## src/rtl/multi_edge_detector_pkg.sv

```systemverilog
// rtl/multi_edge_detector_pkg.sv - shared state/mode encodings for the multi-channel edge detector
package multi_edge_detector_pkg;

    typedef enum logic [1:0] {
        ST_INIT = 2'b00,
        ST_LOW  = 2'b01,
        ST_HIGH = 2'b10
    } chan_state_e;

    typedef enum logic [1:0] {
        MODE_RISE = 2'b00,
        MODE_FALL = 2'b01,
        MODE_BOTH = 2'b10,
        MODE_OFF  = 2'b11
    } edge_mode_e;

    // Decides whether a detected transition is reported under the selected mode.
    function automatic logic mode_hit(input logic [1:0] mode, input logic rise, input logic fall);
        logic r_hit;
        r_hit = 1'b0;
        case (mode)
            MODE_RISE: r_hit = rise;
            MODE_FALL: r_hit = fall;
            MODE_BOTH: r_hit = rise | fall;
            default:   r_hit = 1'b0;
        endcase
        return r_hit;
    endfunction

endpackage

```

## src/rtl/multi_edge_detector_edge_chan.sv

```systemverilog
// rtl/multi_edge_detector_edge_chan.sv - one channel: optional debounce (EDGE_DETECT_DEBOUNCE_EN), FSM, pulse, counter
module multi_edge_detector_edge_chan #(
    parameter int CNT_W = 8
`ifdef EDGE_DETECT_DEBOUNCE_EN
    , parameter int DEB_CYC = 3
`endif
) (
    input  logic             clk,
    input  logic             reset,
    input  logic             en_i,
    input  logic [1:0]       mode_i,
    input  logic             clr_i,
    input  logic             in_i,
    output logic             hit_o,
    output logic             edge_o,
    output logic [CNT_W-1:0] cnt_o
);
    import multi_edge_detector_pkg::*;

    localparam logic [CNT_W-1:0] CNT_MAX = {CNT_W{1'b1}};

    logic        w_lvl;
    logic        w_lvl_valid;
    chan_state_e r_state;
    chan_state_e w_state_nxt;
    logic        w_rise;
    logic        w_fall;
    logic        w_hit;
    logic        r_edge;
    logic [CNT_W-1:0] r_cnt;

`ifdef EDGE_DETECT_DEBOUNCE_EN
    localparam int RUN_W = $clog2(DEB_CYC + 1);
    localparam logic [RUN_W-1:0] RUN_MAX = RUN_W'(DEB_CYC);

    logic             r_cand;
    logic [RUN_W-1:0] r_run;
    logic             r_flvl;
    logic             r_fvalid;
    logic [RUN_W-1:0] w_run_nxt;
    logic             w_accept;

    // The level is accepted combinationally on the DEB_CYC-th equal sample so the FSM sees it that edge.
    always_comb begin
        w_run_nxt = RUN_W'(1);
        if (r_run != '0 && in_i == r_cand) begin
            w_run_nxt = (r_run == RUN_MAX) ? RUN_MAX : r_run + RUN_W'(1);
        end
        w_accept    = (w_run_nxt == RUN_MAX);
        w_lvl       = w_accept ? in_i : r_flvl;
        w_lvl_valid = w_accept | r_fvalid;
    end

    always_ff @(posedge clk or posedge reset) begin
        if (reset) begin
            r_cand   <= 1'b0;
            r_run    <= '0;
            r_flvl   <= 1'b0;
            r_fvalid <= 1'b0;
        end else if (!en_i) begin
            r_cand   <= 1'b0;
            r_run    <= '0;
            r_flvl   <= 1'b0;
            r_fvalid <= 1'b0;
        end else begin
            r_cand   <= in_i;
            r_run    <= w_run_nxt;
            r_flvl   <= w_lvl;
            r_fvalid <= w_lvl_valid;
        end
    end
`else
    always_comb begin
        w_lvl       = in_i;
        w_lvl_valid = 1'b1;
    end
`endif

    always_ff @(posedge clk or posedge reset) begin
        if (reset) begin
            r_state <= ST_INIT;
        end else begin
            r_state <= w_state_nxt;
        end
    end

    always_comb begin
        w_state_nxt = r_state;
        w_rise      = 1'b0;
        w_fall      = 1'b0;
        if (!en_i) begin
            w_state_nxt = ST_INIT;
        end else if (w_lvl_valid) begin
            case (r_state)
                ST_INIT: w_state_nxt = w_lvl ? ST_HIGH : ST_LOW;
                ST_LOW: begin
                    if (w_lvl) begin
                        w_state_nxt = ST_HIGH;
                        w_rise      = 1'b1;
                    end
                end
                ST_HIGH: begin
                    if (!w_lvl) begin
                        w_state_nxt = ST_LOW;
                        w_fall      = 1'b1;
                    end
                end
                default: w_state_nxt = ST_INIT;
            endcase
        end
    end

    assign w_hit = mode_hit(mode_i, w_rise, w_fall);

    // Clear has priority over a coincident event so software sees a clean zero.
    always_ff @(posedge clk or posedge reset) begin
        if (reset) begin
            r_edge <= 1'b0;
            r_cnt  <= '0;
        end else begin
            r_edge <= w_hit;
            if (clr_i) begin
                r_cnt <= '0;
            end else if (w_hit && r_cnt != CNT_MAX) begin
                r_cnt <= r_cnt + CNT_W'(1);
            end
        end
    end

    assign hit_o  = w_hit;
    assign edge_o = r_edge;
    assign cnt_o  = r_cnt;

endmodule

```

## src/rtl/multi_edge_detector.sv

```systemverilog
// rtl/multi_edge_detector.sv - N-channel edge detector top; optional debounce via EDGE_DETECT_DEBOUNCE_EN
module multi_edge_detector #(
    parameter int N_CH  = 4,
    parameter int CNT_W = 8
`ifdef EDGE_DETECT_DEBOUNCE_EN
    , parameter int DEB_CYC = 3
`endif
) (
    input  logic                  clk,
    input  logic                  reset,
    input  logic                  en_i,
    input  logic [1:0]            mode_i,
    input  logic                  clr_i,
    input  logic [N_CH-1:0]       in_i,
    output logic [N_CH-1:0]       edge_o,
    output logic                  any_edge_o,
    output logic [N_CH*CNT_W-1:0] cnt_o
);

    logic [N_CH-1:0] w_hit;
    logic            r_any;

    for (genvar k = 0; k < N_CH; k++) begin : g_chan
        multi_edge_detector_edge_chan #(
            .CNT_W   (CNT_W)
`ifdef EDGE_DETECT_DEBOUNCE_EN
            , .DEB_CYC (DEB_CYC)
`endif
        ) u_chan (
            .clk    (clk),
            .reset  (reset),
            .en_i   (en_i),
            .mode_i (mode_i),
            .clr_i  (clr_i),
            .in_i   (in_i[k]),
            .hit_o  (w_hit[k]),
            .edge_o (edge_o[k]),
            .cnt_o  (cnt_o[k*CNT_W +: CNT_W])
        );
    end

    // Reduced from the pre-register hits so it lines up with edge_o in the same cycle.
    always_ff @(posedge clk or posedge reset) begin
        if (reset) begin
            r_any <= 1'b0;
        end else begin
            r_any <= |w_hit;
        end
    end

    assign any_edge_o = r_any;

endmodule

```

## config.mk

```make
export PLATFORM = sky130hd
export DESIGN_NAME = multi_edge_detector
export DESIGN_NICKNAME = d
export VERILOG_FILES = /design/src/rtl/multi_edge_detector_pkg.sv /design/src/rtl/multi_edge_detector_edge_chan.sv /design/src/rtl/multi_edge_detector.sv
export SDC_FILE = /design/constraint.sdc
export NUM_CORES = 1
export LEC_CHECK = 0
export BUFFER_PORTS_ARGS = -buffer_cell sky130_fd_sc_hd__buf_2
export CAP_MARGIN = 10
export CORE_MARGIN = 1.5
export CORE_UTILIZATION = 49
export CTS_CLUSTER_DIAMETER = 200
export CTS_CLUSTER_SIZE = 30
export DETAILED_ROUTE_END_ITERATION = 12
export PLACE_DENSITY = 0.75
export SLEW_MARGIN = 20
export SYNTH_ARGS = -nofsm -noshare
export SYNTH_HDL_FRONTEND = slang
export SYNTH_SLANG_ARGS = --single-unit
```

## constraint.sdc

```tcl
create_clock -name clk -period 1.5 [get_ports clk]
set_clock_uncertainty 0.05 [all_clocks]
set_input_delay 0.075 -clock clk [delete_from_list [all_inputs] [get_ports clk]]
set_output_delay 0.075 -clock clk [all_outputs]
set_load 0.01 [all_outputs]
```

### Word-level counts from Yosys, hierarchy flattened

Index checks and enable logic that the tools add are counted.
Widths: inputs -> output; s select.

| storage, ports and cells | value |
|---|---|
| bits in registers | 45 |
| input bits | 10 |
| output and inout port bits | 37 |
| logic and storage cells | 117 |

| operators by class | value |
|---|---|
| add/subtract/negate cells | 4 |
| equal/unequal tests | 22 |
| multiplexer cells | 56 |
| bitwise operators | 4 |
| reductions and logical operators | 18 |

Operators with widths:

| operator | number |
|---|---|
| $mux 8 | 8 |
| $add 8x1->8 const B | 4 |
| $mux 2 | 16 |
| $ne 8x8->1 const B | 4 |
| $mux 1 | 24 |
| $ne 3x3->1 const B | 8 |
| $pmux 2 s3 | 4 |
| $pmux 1 s3 | 4 |
| $eq 2x1->1 const B | 5 |
| $eq 2x2->1 const B | 5 |
| $logic_not 2->1 | 5 |
| $reduce_and 2->1 | 4 |
| $reduce_bool 2->1 | 4 |
| $logic_and 1x1->1 | 4 |
| $or 1x1->1 | 4 |
| $reduce_or 4->1 | 1 |

### Logic depth before layout (Yosys ltp)

| logic depth | value |
|---|---|
| depth after elaboration | 8 |
| mapped depth | 7 |
| gate-level depth less buffers | 5 |

### Modules after synthesis

A second synthesis with hierarchy kept.

| unflattened totals | value |
|---|---|
| cells, all modules | 247 |
| area, all modules | 2418.6 um^2 |

Modules (own cells, without submodules):

| module | times used | cells an instance | area an instance (um^2) | sequential area each (um^2) |
|---|---|---|---|---|
| multi_edge_detector_edge_chan | 4 | 61 | 595.6 | 275.3 |
| multi_edge_detector | 1 | 3 | 36.3 | 25.0 |

### Least setup slack after synthesis

No wires, ideal clock.

| path | value |
|---|---|
| kind | reg2reg |
| from | reg g_chan[3].u_chan.r_cnt[0] |
| to | reg g_chan[3].u_chan.r_cnt[5] |
| library setup time | 0.125 ns |
| arrival time | 1.474 ns |
| data required time | 1.325 ns |
| setup slack | -0.149 ns |
| stages on the path, launching flop included | 6 |
| path buffers | 0 |
| clock period less this slack | 1.649 ns |
| cell sequence | dfrtp_1 ha_1 nand3_1 nor2_1 nor4_1 mux2_2 |

| between the ends | value |
|---|---|
| cells in the longest elaborated chain, start to end | 3 |
| elaborated cells on any way between the ends | 6 |
| classes of those cells | add/sub: 1; eq/ne: 1; mux: 2; reduce/logical: 2 |

Ends and longest elaborated chain:

| what | RTL line | source |
|---|---|---|
| start, declared | multi_edge_detector_edge_chan.sv:30 | `logic [CNT_W-1:0] r_cnt;` |
| start signal, assigned | multi_edge_detector_edge_chan.sv:125 | `r_cnt <= r_cnt + CNT_W'(1);` |
| $add 8x1->8 or $ne 8x8->1 (tied branches) | multi_edge_detector_edge_chan.sv:125, multi_edge_detector_edge_chan.sv:124 |  |
| $mux 8 or $logic_and 1x1->1 (tied branches) | multi_edge_detector_edge_chan.sv:124 | `end else if (w_hit && r_cnt != CNT_MAX) begin` |
| $mux 8 or $reduce_bool 2->1 (tied branches) | -- |  |

Several ways; a longest one is shown, not always the timed one. The select of a mux whose other input is x is not followed.
A chain may end at the register's enable or synchronous reset.

### Worst setup path after layout

| path | value |
|---|---|
| from | reg g_chan[0].u_chan.r_state[0] |
| to | reg g_chan[0].u_chan.r_cnt[0] |

| between the ends | value |
|---|---|
| cells in the longest elaborated chain, start to end | 7 |
| elaborated cells on any way between the ends | 10 |
| classes of those cells | eq/ne: 2; mux: 5; bitwise: 1; reduce/logical: 2 |

Ends and longest elaborated chain:

| what | RTL line | source |
|---|---|---|
| start, declared | multi_edge_detector_edge_chan.sv:24 | `chan_state_e r_state;` |
| start signal, assigned | multi_edge_detector_edge_chan.sv:83 | `r_state <= w_state_nxt;` |
| $eq 2x1->1 or $eq 2x2->1 (tied branches) | multi_edge_detector_edge_chan.sv:94 | `case (r_state)` |
| $mux 1 | multi_edge_detector_edge_chan.sv:94 |  |
| $mux 1 | multi_edge_detector_edge_chan.sv:91 | `if (!en_i) begin` |
| $or 1x1->1 | multi_edge_detector_pkg.sv:24 | `MODE_BOTH: r_hit = rise \| fall;` |
| $pmux 1 s3 * | multi_edge_detector_pkg.sv:21 | `case (mode)` |
| $logic_and 1x1->1 * | multi_edge_detector_edge_chan.sv:124 |  |
| $reduce_bool 2->1 (no line) * | -- |  |
| end signal, assigned | multi_edge_detector_edge_chan.sv:125 |  |
| end, declared | multi_edge_detector_edge_chan.sv:30 |  |

Mark *: on every way between the ends. The rest lies on a longest branch, timed or not.

==> results.toml <==
[routing]
wl_per_cell_um = 16.48
via_per_inst = 6.057
drt_iter0_drc = 224
ant_nets = 0
routed_wl_um = 6659
drt_pre_antenna_iters = 4
drc = 0
vias = 2447

[global_route]
gr-max-usage-layer = "met2"
track_usage_pct = 26.12
globalRouteMet3Util_pct = 5.694
grt_antenna_before_repair = 0
grt_pass1_wl_um = 10650
grtUsageMet2_pct = 43.11
grtUsageMet1_pct = 34.19
grt_start_max_net_pins = 27
grt_overflow = 0
grt_pass1_vias = 2332

[final_layout]
area_growth_pct = 52.11
multi_input_comb_area_sq_um = 1470
drive_gt1_share_pct = 52.84
antennaDiodeCount = 0
fill_cells = 272
nets = 365
seqCellArea_sq_um = 1129

[critical_path]
r2r_end = "g_chan[0].u_chan.cnt_o[0]"
worstSetupStartpointType = "flop"
cp.required_ns = 1.70
end_kind = "flop"
r2r_start = "g_chan[0].u_chan.r_state[0]"
crit_start = "g_chan[0].u_chan.r_state[0]"
reg2reg_depth = 5
r2r_slack_ns = -0.19
critPathMaxFanout = 7
critPathArrivalTime_ns = 1.89
worstSetupPathType = "reg -> reg"
setup.worst_path.end = "g_chan[0].u_chan.cnt_o[0]"

[placed_design]
placement.io_buffers = 46
gp_congestion = 0.8215
post-dp-hpwl_um = 4031
place_ws_ns = -0.3505

[floorplanning]
die-area_sq_um = 5212
initial_utilization_pct = 52.43
num_rows = 24
die_x_um = 72.20
die_y_um = 72.20
core_area_sq_um = 4474
ios = 47

[timing]
hold_ws_ns = 0.01512
final.min_clock_period_ns = 1.691
worstMarginPinSlew_ns = 0.5418
rsz0062_at_grt = "yes"
finalHoldViolations = 0
relSlewSlack_pct = 63.88
setup_violations = 30
finalWorstSetupSlack_ns = -0.1911
slew_viol_final = 0
fmax_mhz = 591.3
min_period_over_period_pct = 112.7

[clocking]
cts_tree = "built"
clk-insertion-delay-late_ns = 0.31
cts_buffers = 5
cts.sinks = 45
root_buffer = "clkbuf_8"
h-tree-depth = 2
cts_buffer_depth = 2
clk_pin_slew_ns = 0.09

[outcome]
violations = "setup timing"
status = "finished with violations"

[yosys]
yosys-top-cells-area = "dfrtp_1, a21oi_1, nand2_1"
syn_nets = 253
synth-warning-count = 0
synth.avg_cell_area_sq_um = 9.816
syn-cell-area_sq_um = 2346
synth_cell_types = 44
yosys-top-cells-count = "dfrtp_1, a21oi_1, nand2_1, nor2_1, o21ai_0"
ys_ff_latch = 45
synth_ff_type = "dfrtp_1"
synthArstFlopShare_pct = 100.0
synthCells = 239
yosysTopAreaCellShare_pct = 48.00
synth_top_area_cell = "dfrtp_1"
ys_seq_area_share_pct = 48.00
synth-edff-count = 0
yosys.cell_count.top_type = "dfrtp_1"

[power_and_ir_drop]
peakVddDrop_v = 0.0006004
power_leakage_nw = 1.599
p_per_area_nw_per_um2 = 633.7

[hold_path]
hold_path.class = "in -> reg"

[job]
cap_violations = 0
## registers in the layout, indices dropped and copies added (netlist names)
| name | cells |
|---|---|
| g_chan.u_chan.cnt_o | 32 |
| g_chan.u_chan.r_state | 8 |
| g_chan.u_chan.edge_o | 4 |
| any_edge_o | 1 |
## power breakdown
| group | switching (mW) | leakage [nW] | internal [mW] | total, mW |
|---|---|---|---|---|
| Sequential | 0.0151 | 0.615 | 1.23 | 1.25 |
| Clock | 0.444 | 0.0439 | 0.322 | 0.767 |
| Combinational | 0.135 | 0.940 | 0.112 | 0.246 |
## logic make-up (layout without fill, tap and decap cells)
family / Yosys count / in the layout / share of synthesized area (%)
xor+xnor: 1 / 1 / 0.6935
compound gates: 55 / 57 / 14.99
flops: 45 / 45 / 48.00
buf+inv: 19 / 130 / 4.213
mux: 9 / 9 / 4.160
simple gates: 106 / 106 / 25.81
fa+ha+maj: 4 / 4 / 2.133
## worst min path at each step
stage | from | endpoint | slack (ns) | depth (start not counted)
4_1_cts | en_i | g_chan[0].u_chan.r_state[0] | 0.01 | 3
6_report | in_i[3] | g_chan[3].u_chan.r_state[1] | 0.02 | 2
3_3_place_gp | reset | g_chan[1].u_chan.r_state[1] | 0.06 | 2
3_5_place_dp | reset | g_chan[3].u_chan.r_state[1] | 0.07 | 2
5_1_grt | in_i[3] | g_chan[3].u_chan.r_state[1] | 0.02 | 2
2_1_floorplan | in_i[0] | g_chan[0].u_chan.r_state[0] | 0.09 | 1
## routing by layer
| layer | part of all wire [%] | vias to the layer above |
|---|---|---|
| li1 | - | 1125 |
| met4 | 2.4 | 0 |
| met3 | 5.2 | 18 |
| met1 | 43 | 1209 |
| met2 | 50 | 95 |
| met5 | 0 | - |
## through the flow
step | TNS (ns) | instance area [sq um] | utilization (%) | power [mW] | std cells
after floorplan | -0.6797 | 2430 | - | 1.372 | 239
after global placement | -5.623 | 3037 | 67.87 | 1.458 | 376
after CTS | -3.184 | 3361 | 75.11 | 2.251 | 399
after detailed placement | -7.257 | 3037 | 67.87 | 1.465 | 376
after global routing | -5.688 | 3568 | 79.75 | 2.333 | 404
final | -3.508 | 3568 | 79.75 | 2.261 | 404
## final cells by class
type                    count  share of cell area (%)
multi-input cells         177                   41.20
flip-flops and latches     45                   31.63
repair buffers            115                   22.19
clock buffers               5                   1.928
well taps                  52                   1.823
inverters                   7                  0.7363
clock inverters             3                  0.4909
## cells in the final DEF (no fill, tap or decap), drive strengths merged, types with 2 or more instances in the layout
| master | count |
|---|---|
| nor3 | 4 |
| or4 | 7 |
| nor4bb | 3 |
| or3 | 6 |
| dfrtp | 45 |
| mux2 | 6 |
| and3 | 8 |
| a211oi | 2 |
| nor2 | 20 |
| or4b | 2 |
| o21ai | 10 |
| mux2i | 3 |
| nor2b | 6 |
| o41ai | 4 |
| a22oi | 5 |
| nor4 | 4 |
| o2111ai | 2 |
| nand3 | 9 |
| clkbuf | 5 |
| buf | 110 |
| inv | 6 |
| and4bb | 4 |
| nand4 | 5 |
| dlygate4sd3 | 5 |
| o31ai | 6 |
| ha | 4 |
| nand2 | 22 |
| clkinv | 3 |
| a21oi | 22 |
## worst max-delay path, stage by stage (launching register included)
cell	delay (ns)
dfrtp_1	0.42
nor4bb_2	0.29
a22oi_2	0.19
buf_4	0.19
or3_4	0.36
a21oi_2	0.12
## timing repair
item	CTS	global route
gates resized for setup	24	35
endpoints found under the setup margin	35	34
pin swaps	25	15
setup buffers	8	6
cloned	2	0
hold buffers	5	0
hold endpoints to repair	23	0
(Power assumes the default switching activity.)
